**src/rtl/text_scanner.sv**
```systemverilog
// Text-mode raster scanner: generates video timing, fetches character codes from
// text RAM, feeds character_rom and re-aligns the returned dot with delayed syncs.
module text_scanner #(
  parameter int   H_ACTIVE      = 640,
  parameter int   H_FRONT       = 16,
  parameter int   H_SYNC        = 96,
  parameter int   H_BACK        = 48,
  parameter int   V_ACTIVE      = 480,
  parameter int   V_FRONT       = 10,
  parameter int   V_SYNC        = 2,
  parameter int   V_BACK        = 33,
  parameter int   COLUMNS       = 80,
  parameter int   ADDRESS_WIDTH = 13,
  parameter logic SYNC_POLARITY = 1'b0
) (
  input  logic                     clock,
  input  logic                     reset,
  output logic [ADDRESS_WIDTH-1:0] text_address,
  input  logic [6:0]               text_data,
  output logic [2:0]               x,
  output logic [2:0]               y,
  output logic [6:0]               character,
  input  logic                     dot,
  output logic                     pixel,
  output logic                     hsync,
  output logic                     vsync,
  output logic                     frame_start
);

  localparam int H_TOTAL = H_ACTIVE + H_FRONT + H_SYNC + H_BACK;
  localparam int V_TOTAL = V_ACTIVE + V_FRONT + V_SYNC + V_BACK;
  localparam int H_BITS  = $clog2(H_TOTAL + 1);
  localparam int V_BITS  = $clog2(V_TOTAL + 1);

  localparam logic [H_BITS-1:0] H_LAST   = H_BITS'(H_TOTAL - 1);
  localparam logic [H_BITS-1:0] H_VIS    = H_BITS'(H_ACTIVE);
  localparam logic [H_BITS-1:0] HS_START = H_BITS'(H_ACTIVE + H_FRONT);
  localparam logic [H_BITS-1:0] HS_END   = H_BITS'(H_ACTIVE + H_FRONT + H_SYNC);
  localparam logic [V_BITS-1:0] V_LAST   = V_BITS'(V_TOTAL - 1);
  localparam logic [V_BITS-1:0] V_VIS    = V_BITS'(V_ACTIVE);
  localparam logic [V_BITS-1:0] VS_START = V_BITS'(V_ACTIVE + V_FRONT);
  localparam logic [V_BITS-1:0] VS_END   = V_BITS'(V_ACTIVE + V_FRONT + V_SYNC);
  localparam logic [ADDRESS_WIDTH-1:0] ROW_STEP = ADDRESS_WIDTH'(COLUMNS);

  logic [H_BITS-1:0]        h_count_reg, h_count_next;
  logic [V_BITS-1:0]        v_count_reg, v_count_next;
  logic [ADDRESS_WIDTH-1:0] row_base_reg, row_base_next;
  logic [ADDRESS_WIDTH-1:0] column;
  logic                     h_wrap, v_wrap;
  logic                     active, hsync_raw, vsync_raw, frame_raw;
  logic                     hs_level, vs_level;

  logic [2:0] x_reg, y_reg;
  logic [1:0] active_pipe_reg;
  logic       pixel_reg;
  logic [2:0] hs_pipe_reg, vs_pipe_reg, fs_pipe_reg;

  always_comb begin
    h_wrap        = (h_count_reg == H_LAST);
    v_wrap        = (v_count_reg == V_LAST);
    h_count_next  = h_count_reg + 1'b1;
    v_count_next  = v_count_reg;
    row_base_next = row_base_reg;
    if (h_wrap) begin
      h_count_next = '0;
      v_count_next = v_wrap ? '0 : v_count_reg + 1'b1;
      // A frame wrap wins over the end-of-character-row advance
      if (v_wrap)
        row_base_next = '0;
      else if (v_count_reg[2:0] == 3'd7)
        row_base_next = row_base_reg + ROW_STEP;
    end
  end

  always_comb begin
    active    = (h_count_reg < H_VIS) && (v_count_reg < V_VIS);
    hsync_raw = (h_count_reg >= HS_START) && (h_count_reg < HS_END);
    vsync_raw = (v_count_reg >= VS_START) && (v_count_reg < VS_END);
    frame_raw = (h_count_reg == '0) && (v_count_reg == '0);
    hs_level  = hsync_raw ? SYNC_POLARITY : ~SYNC_POLARITY;
    vs_level  = vsync_raw ? SYNC_POLARITY : ~SYNC_POLARITY;
  end

  assign column       = ADDRESS_WIDTH'(h_count_reg[H_BITS-1:3]);
  assign text_address = active ? row_base_reg + column : '0;

  always_ff @(posedge clock) begin
    if (reset) begin
      h_count_reg     <= '0;
      v_count_reg     <= '0;
      row_base_reg    <= '0;
      x_reg           <= '0;
      y_reg           <= '0;
      active_pipe_reg <= '0;
      pixel_reg       <= 1'b0;
      hs_pipe_reg     <= {3{~SYNC_POLARITY}};
      vs_pipe_reg     <= {3{~SYNC_POLARITY}};
      fs_pipe_reg     <= '0;
    end else begin
      h_count_reg     <= h_count_next;
      v_count_reg     <= v_count_next;
      row_base_reg    <= row_base_next;
      x_reg           <= h_count_reg[2:0];
      y_reg           <= v_count_reg[2:0];
      // Two stages of active bring it level with the ROM dot
      active_pipe_reg <= {active_pipe_reg[0], active};
      pixel_reg       <= dot & active_pipe_reg[1];
      hs_pipe_reg     <= {hs_pipe_reg[1:0], hs_level};
      vs_pipe_reg     <= {vs_pipe_reg[1:0], vs_level};
      fs_pipe_reg     <= {fs_pipe_reg[1:0], frame_raw};
    end
  end

  assign x           = x_reg;
  assign y           = y_reg;
  assign character   = text_data;
  assign pixel       = pixel_reg;
  assign hsync       = hs_pipe_reg[2];
  assign vsync       = vs_pipe_reg[2];
  assign frame_start = fs_pipe_reg[2];

endmodule

```
**config.mk**
```make
export PLATFORM = sky130hd
export DESIGN_NAME = text_scanner
export DESIGN_NICKNAME = d
export VERILOG_FILES = /design/src/rtl/text_scanner.sv
export SDC_FILE = /design/constraint.sdc
export NUM_CORES = 1
export LEC_CHECK = 0
export ABC_AREA = 1
export CAP_MARGIN = 20
export CORE_MARGIN = 8
export CORE_UTILIZATION = 50
export CTS_CLUSTER_SIZE = 28
export DETAILED_ROUTE_END_ITERATION = 12
export PLACE_DENSITY = 0.77
export SYNTH_ARGS = -nofsm -noshare
export SYNTH_HDL_FRONTEND = slang
export SYNTH_SLANG_ARGS = --single-unit
```
**constraint.sdc**
```tcl
create_clock -name clock -period 2 [get_ports clock]
set_clock_uncertainty 0.05 [all_clocks]
set_input_delay 0.3 -clock clock [delete_from_list [all_inputs] [get_ports clock]]
set_output_delay 0.3 -clock clock [all_outputs]
set_load 0.01 [all_outputs]
```
Word level (Yosys, flattened, before mapping)
Cells that the tools add are included.
Widths: inputs -> output; s select.
- output and inout bits: 30
- bits in registers: 51
- input bits: 10
- word-level logic and storage cells: 39
- bitwise gates (word level): 1
- multiplexer cells: 6
- reductions and logical operators: 9
- add/subtract/negate cells: 4
- eq/ne operators: 3
- magnitude comparators: 6
- operators by type and width (kind ; number):
    $mux 13 ; 3
    $add 10x1->10 const B ; 2
    $eq 10x10->1 const B ; 2
    $logic_not 10->1 ; 2
    $lt 10x10->1 const B ; 2
    $lt 10x9->1 const B ; 2
    $add 13x7->13 ; 1
    $add 13x7->13 const B ; 1
    $ge 10x10->1 const B ; 1
    $ge 10x9->1 const B ; 1
    $mux 10 ; 1
    $logic_and 1x1->1 ; 4
    $eq 3x3->1 const B ; 1
    $mux 1 ; 2
    $reduce_and 2->1 ; 1
    $reduce_bool 2->1 ; 1
    $reduce_or 2->1 ; 1
    $and 1x1->1 ; 1

Depth between registers and ports, before layout
Gate-level depths: netlist (run 1).
- word-level depth: 3
- depth in mapped cells: 11

Worst setup path after synthesis (run 1)
OpenSTA, ideal clock, no wires.
- path kind: register -> output
- start point: register h_count_reg[8]
- end point: output text_address[10]
- path slack: 0.272 ns
- arrival time: 1.378 ns
- stages on the path, launching flop included: 11
- cell sequence: dfxtp_1 ha_1 nand2_1 nand2_1 nand3_1 nand2_1 inv_1 nand2_1 nand2_1 nand2_1 nor2_1
- longest elaborated chain between the ends: 3
- elaborated cells on any way between the ends: 4
- classes of those cells: add/sub: 1; order compare: 1; mux: 1; reduce/logical: 1
- ends and longest elaborated chain (item ; RTL line ; RTL):
    from (decl) ; 45 ; logic [H_BITS-1:0] h_count_reg, h_count_next;
    from (signal assigned) ; 100 ; h_count_reg <= h_count_next;
    parallel branches: the longest is 2 deep, another holds $add 13x7->13 ; n/a ;
    $mux 13 (*) ; 85 ; assign text_address = active ? row_base_reg + column : '0;
    to (decl) ; 18 ; output logic [ADDRESS_WIDTH-1:0] text_address,
Every way passes the cells marked *.

Worst setup path after layout (run 1)
Ends and elaborated chain as after synthesis.

==> results of run 1 <==
==> where the power goes <==
group / internal (uW) / leakage [uW] / switching (uW)
registers: 947 / 0.000385 / 8.02
logic: 30.3 / 0.00105 / 42.4
clock network: 498 / 0.0000644 / 325
==> per-layer routing <==
layer	up-vias	GRT usage, %	wire (um)
met5	-	0	0
met2	68	30.4	3110
met4	0	6.57	100
li1	1237	-	-
met3	9	3.68	262
met1	1115	17.7	2620
==> per-stage QoR <==
stage	worst slack [ns]	util [%]	setup TNS, ns	total power (uW)	cell area, um^2
finish	-0.0324	65.5	-0.113	1850	3260
CTS	-0.0539	63.5	-0.0772	1870	3160
global placement	-0.150	60.6	-0.785	1050	3010
detailed placement	-0.207	60.6	-1.19	1050	3010
floorplan	0.272	-	0	1040	2530
global route	-0.129	65.5	-0.711	1910	3260
==> how the worst min path moves through the flow <==
stage,from,endpoint,slack (ns),cells after the start
floorplan,active_pipe_reg[0]$_SDFF_PP0_,active_pipe_reg[1]$_SDFF_PP0_,0.34,2
global placement,active_pipe_reg[0]$_SDFF_PP0_,active_pipe_reg[1]$_SDFF_PP0_,0.34,2
detailed placement,hs_pipe_reg[1]$_SDFF_PP1_,hs_pipe_reg[2]$_SDFF_PP1_,0.34,1
CTS,active_pipe_reg[0]$_SDFF_PP0_,active_pipe_reg[1]$_SDFF_PP0_,0.36,2
global route,hs_pipe_reg[1]$_SDFF_PP1_,hs_pipe_reg[2]$_SDFF_PP1_,0.37,1
finish,active_pipe_reg[0]$_SDFF_PP0_,active_pipe_reg[1]$_SDFF_PP0_,0.36,2
==> worst max-delay path: stages (launching register included) <==
cell	delay (ns)
dfxtp_4	0.37
ha_4	0.26
nand2_2	0.05
nand2_2	0.08
nand3_2	0.11
nand2_4	0.12
inv_4	0.05
nand2_4	0.07
a21oi_2	0.05
nor2_1	0.10
buf_2	0.13
==> logic make-up after synthesis <==
kind of cell,count (synthesis),synth area share [%]
flops,47,37.2
other cells,1,0.148
buf+inv,63,11.2
simple gates,197,36.0
xor+xnor,6,2.08
compound gates,35,8.37
fa+ha+maj,10,4.95
==> synthesized netlist by cell type (2+ instances only) <==
| cell type | instances |
|---|---|
| nand4_1 | 7 |
| nand2_4 | 4 |
| nor3_4 | 2 |
| inv_1 | 46 |
| nand3_1 | 27 |
| clkinv_1 | 2 |
| nand3_2 | 2 |
| buf_4 | 8 |
| nand2_1 | 76 |
| dfxtp_1 | 47 |
| a21oi_1 | 14 |
| or2_2 | 4 |
| ha_1 | 10 |
| o21ai_0 | 11 |
| nor2_2 | 4 |
| a21oi_2 | 6 |
| nand2_2 | 2 |
| xor2_1 | 5 |
| inv_2 | 2 |
| nor2_1 | 58 |
| nor3_1 | 6 |
| nor4_1 | 2 |
==> final cells by class <==
class,instances,share of cell area (%)
multi-input cells,249,43.3
flip-flops and latches,47,29.3
repair buffers,60,14.4
inverters,51,6.18
well taps,70,2.69
clock buffers,5,2.11
clock inverters,3,2.07
==> timing repair <==
item,in CTS,in global routing
gates resized for setup,69,27
setup endpoints to repair,13,11
endpoints found under the hold margin,0,0
buffers inserted,2,3
pin swaps,9,13
==> out/metrics.yaml, run 1 <==
outcome: "complete, but fails checks"
failed_checks: "negative setup slack"
startpoint: "h_count_reg[8]$_SDFF_PP0_"
via_per_inst: 5.01
regArea_um2: 953
wl_per_cell_um: 12.6
ys_types: 36
numCtsBuffers: 5
cts_sinks: 47
crit_fanout: 4
nFillCells: 435
place.gp.congestion: 0.859
r2r_start: "h_count_reg[0]$_SDFF_PP0_"
worst_pin_slew_ns: 0.595
yosys-top-cells-area: "dfxtp_1, nand2_1, nor2_1"
setup-violations-final: 5
yosys_warnings: 0
arrival_ns: 1.68
path_class: "flop to output pin"
antenna_found_initial: 0
grt_first_pass_wirelength_um: 10100
gr-total-overflow: 0
grt_usage_pct: 16.5
final_common_cell: "nand2_1"
cts_htree_levels: 2
timing.fmax_mhz: 492
synthToLayoutAreaGrowth_pct: 29.0
synth.avg_cell_area_um2: 7.04
netlist_area_um2: 2530
ys_seq_elements: 47
die_h_um: 87.1
cts_tree: "done"
synth.top_cell.area_share_pct: 37.2
cp-start-kind: "flop"
rows: 26
dieArea_um2: 7580
min_path_type: "flop to flop"
insertedDiodeCount: 0
cap_violations: 0
portBuffers: 25
clock_latency_ns: 0.30
reg2reg_slack_ns: 0.25
slew_headroom_pct: 60.3
drc: 0
layout_common_cells: "nand2_1, nor2_1, inv_1"
grt_max_degree: 19
clkSlewWorstSetupHoldPaths_ns: 0.09
rsz0062_at_grt: "yes"
synthFlopType: "dfxtp_1"
antenna_left: 0
drive_above_1_share_pct: 27.5
cts_hold_buffers: 0
start_util_pct: 50.8
rr_worst_depth: 10
reg2reg_to: "row_base_reg[7]$_SDFFE_PP0P_"
finalWirelength_um: 6090
min_period_over_period_pct: 102
grt_pass1_vias: 2343
fin_ws_ns: -0.0324
ys_seq_area_share_pct: 37.2
post-route-min-period_ns: 2.03
hpwlAfterDp_um: 4330
worstPathRequired_ns: 1.65
setup.worst_path.end: "text_address[10]"
syn_inst: 359
slew_viol_final: 0
cts.path.max_buffers: 2
hold_violations: 0
syn-num-nets: 379
peakVddDrop_mv: 0.411
finalNetCount: 434
dr.pass1.iters: 5
synthArstFlopShare_pct: 0
drtIter0Drc: 99
dp.cells: 472
multi_input_area_um2: 1410
die_width_um: 87.1
powerDensity_nw_per_um2: 568
setup.worst_path.end_class: "output pin"
synth-edff-count: 0
ios: 40
hold_ws_ns: 0.356
cts-root-buf: "clkbuf_8"
vias: 2429
synth_largest_area_cell: "dfxtp_1"
instances_no_fill: 485
leakage_uw: 0.00150
coreArea_um2: 4980
No activity file was read; power rests on OpenSTA's default activity.
==> run 2: changes to the inputs <==
==> constraint.sdc (replaced) <==
create_clock -name clock -period 2.1 [get_ports clock]
set_clock_uncertainty 0.05 [all_clocks]
set_input_delay 0.42 -clock clock [delete_from_list [all_inputs] [get_ports clock]]
set_output_delay 0.42 -clock clock [all_outputs]
set_load 0.01 [all_outputs]
==> run 2 against run 1 <==
The run still ends with negative setup slack left; design area fell by 0.31%; critical path depth is the same; clock power down 16%; die area stayed put; global-route usage fell by 0.98 points; sequential power shrank 4.7%; worst hold slack improved by 0.0037 ns; sequential cell count unchanged; count of clock-buffer cells in the layout did not move; highest routed layer unchanged; cell count up 0.62%.
==> out/metrics.yaml, run 2 (synthesis results as in run 1) <==
drc: 0  # unchanged
vias: 2382  # -1.9%
timing.fmax_mhz: 466
grt_pass1_vias: 2230  # -4.8%
startpoint: "h_count_reg[8]$_SDFF_PP0_"
fin_ws_ns: -0.0469  # -0.0145 ns
numCtsBuffers: 5  # unchanged
rr_worst_depth: 7  # -3
portBuffers: 25  # unchanged
coreArea_um2: 4980  # unchanged
p_sw_share_pct: 22.5  # +2.2 points
powerDensity_nw_per_um2: 514  # -9.5%
antenna_left: 0  # unchanged
cap_violations: 0  # unchanged
cts_tree: "done"
setup.worst_path.end_class: "output pin"
gr-total-overflow: 0  # unchanged
switchingPower_uw: 376  # +0.11%
grt_first_pass_wirelength_um: 9580  # -5.4%
cts_hold_buffers: 0  # unchanged
slew_viol_final: 0  # unchanged
min_path_cells: 2  # unchanged
crit_path_top_delay_cell: "dfxtp_4"
clkSlewWorstSetupHoldPaths_ns: 0.10  # about the same
clock_latency_ns: 0.31  # about the same
grt_max_degree: 19  # unchanged
hpwlAfterDp_um: 4320  # -0.42%
finalNetCount: 437  # +0.69%
min_path_type: "flop to flop"
drive_above_1_share_pct: 26.6  # -0.91 points
start_util_pct: 50.8  # unchanged
outcome: "complete, but fails checks"
finalWirelength_um: 5800  # -4.7%
via_per_inst: 4.88  # -2.5%
post-route-min-period_ns: 2.15
crit_chain: "ha_4 > nand2_2 > nand2_2 > nand3_2 > nand2_4 > inv_4 > nand2_4 > a21oi_1 > nor2_1 > buf_2"
reg2reg_to: "row_base_reg[12]$_SDFFE_PP0P_"
min_period_over_period_pct: 102
cts.path.max_buffers: 2  # unchanged
p_comb_share_pct: 4.2  # +0.3 points
grt_usage_pct: 15.5  # -0.98 points
reg2reg_slack_ns: 0.36  # +0.11 ns
final_common_cell: "nand2_1"
p_seq_share_pct: 54.5  # +2.9 points
rsz0062_at_grt: "yes"
peakVddDrop_mv: 0.331  # -20%
die_width_um: 87.1  # unchanged
cts_htree_levels: 2  # unchanged
worst_pin_slew_ns: 0.603  # +0.00782 ns
path_class: "flop to output pin"
cts-root-buf: "clkbuf_8"
ios: 40  # unchanged
arrival_ns: 1.68  # about the same
hold_ws_ns: 0.360  # +0.00370 ns
hold_violations: 0  # unchanged
cts_sinks: 47  # unchanged
crit_fanout: 4  # unchanged
dieArea_um2: 7580  # unchanged
holdPathEnd: "fs_pipe_reg[1]$_SDFF_PP0_"
insertedDiodeCount: 0  # unchanged
cp-start-kind: "flop"
synthToLayoutAreaGrowth_pct: 28.6
max_stage_delay_ns: 0.37  # about the same
p_int_uw: 1290  # -12%
slew_headroom_pct: 59.8  # -0.52 points
failed_checks: "negative setup slack"
p_clk_share_pct: 41.3  # -3.2 points
die_h_um: 87.1  # unchanged
dr.pass1.iters: 4  # -1
setup-violations-final: 5  # unchanged
place.gp.congestion: 0.894  # +4.1%
total_power_uw: 1670  # -9.8%
leakage_uw: 0.00152  # +0.96%
rows: 26  # unchanged
wl_per_cell_um: 11.9  # -5.3%
r2r_start: "v_count_reg[0]$_SDFFE_PP0P_"
worstPathRequired_ns: 1.63  # -0.02 ns
hp-start: "fs_pipe_reg[0]$_SDFF_PP0_"
preCtsSetupSlack_ns: -0.253  # -0.0461 ns
drtIter0Drc: 123  # +24%
layout_common_cells: "nand2_1, nor2_1, inv_1"
antenna_found_initial: 0  # unchanged
==> run 2: area by class of cell <==
cell class / instances / area, um^2
fill: 437 / 1730
multi-input combinational: 249 / 1410
sequential: 47 / 948
timing repair buffer: 63 / 490
inverter: 51 / 199
tap: 70 / 87.6
clock buffer: 5 / 68.8
clock inverter: 3 / 47.5
==> run 2: repair_timing <==
action	in CTS	in global routing
setup buffers	1	2
resized for setup	72	16
pin swaps	7	10
endpoints found under the setup margin	13	11
==> run 2: critical path, delay by kind of cell, from the launching register on <==
kind | cells | cell delay (ns)
fa+ha+maj | 1 | 0.27
buf+inv | 2 | 0.18
compound gates | 1 | 0.06
simple gates | 6 | 0.47
flops | 1 | 0.37
==> run 2: how the worst max path moves through the flow <==
stage	cells after the start	end
final	10	text_address[10]
after global routing	10	text_address[8]
after CTS	10	text_address[8]
after detailed placement	11	text_address[10]
after global placement	11	text_address[10]
after floorplan	10	text_address[10]
==> run 2: metrics by stage <==
step | instance area [um^2] | setup TNS, ns | instances | utilization (%)
after floorplan | 2530 | 0 | 359 | -
after global placement | 3050 | -1.15 | 477 | 61.3
after detailed placement | 3050 | -1.54 | 477 | 61.3
after CTS | 3180 | -0.0780 | 486 | 63.9
after global routing | 3250 | -0.706 | 488 | 65.3
final | 3250 | -0.114 | 488 | 65.3
==> run 2: routing by layer <==
metal  track usage (%)  up-vias  part of all wire, %
li1                  -     1249                    -
met1              16.9     1061                   43
met2              28.6       61                   50
met3              3.49       11                  6.0
met4              5.48        0                  1.4
met5                 0        -                    0
==> run 2: power groups by stage <==
stage | clock [uW] | sequential, uW | combinational (uW)
floorplan | 0 | 934 | 54.2
global placement | 0 | 932 | 70.8
detailed placement | 0 | 933 | 72.0
CTS | 695 | 912 | 70.8
global route | 731 | 912 | 78.5
finish | 689 | 910 | 70.6
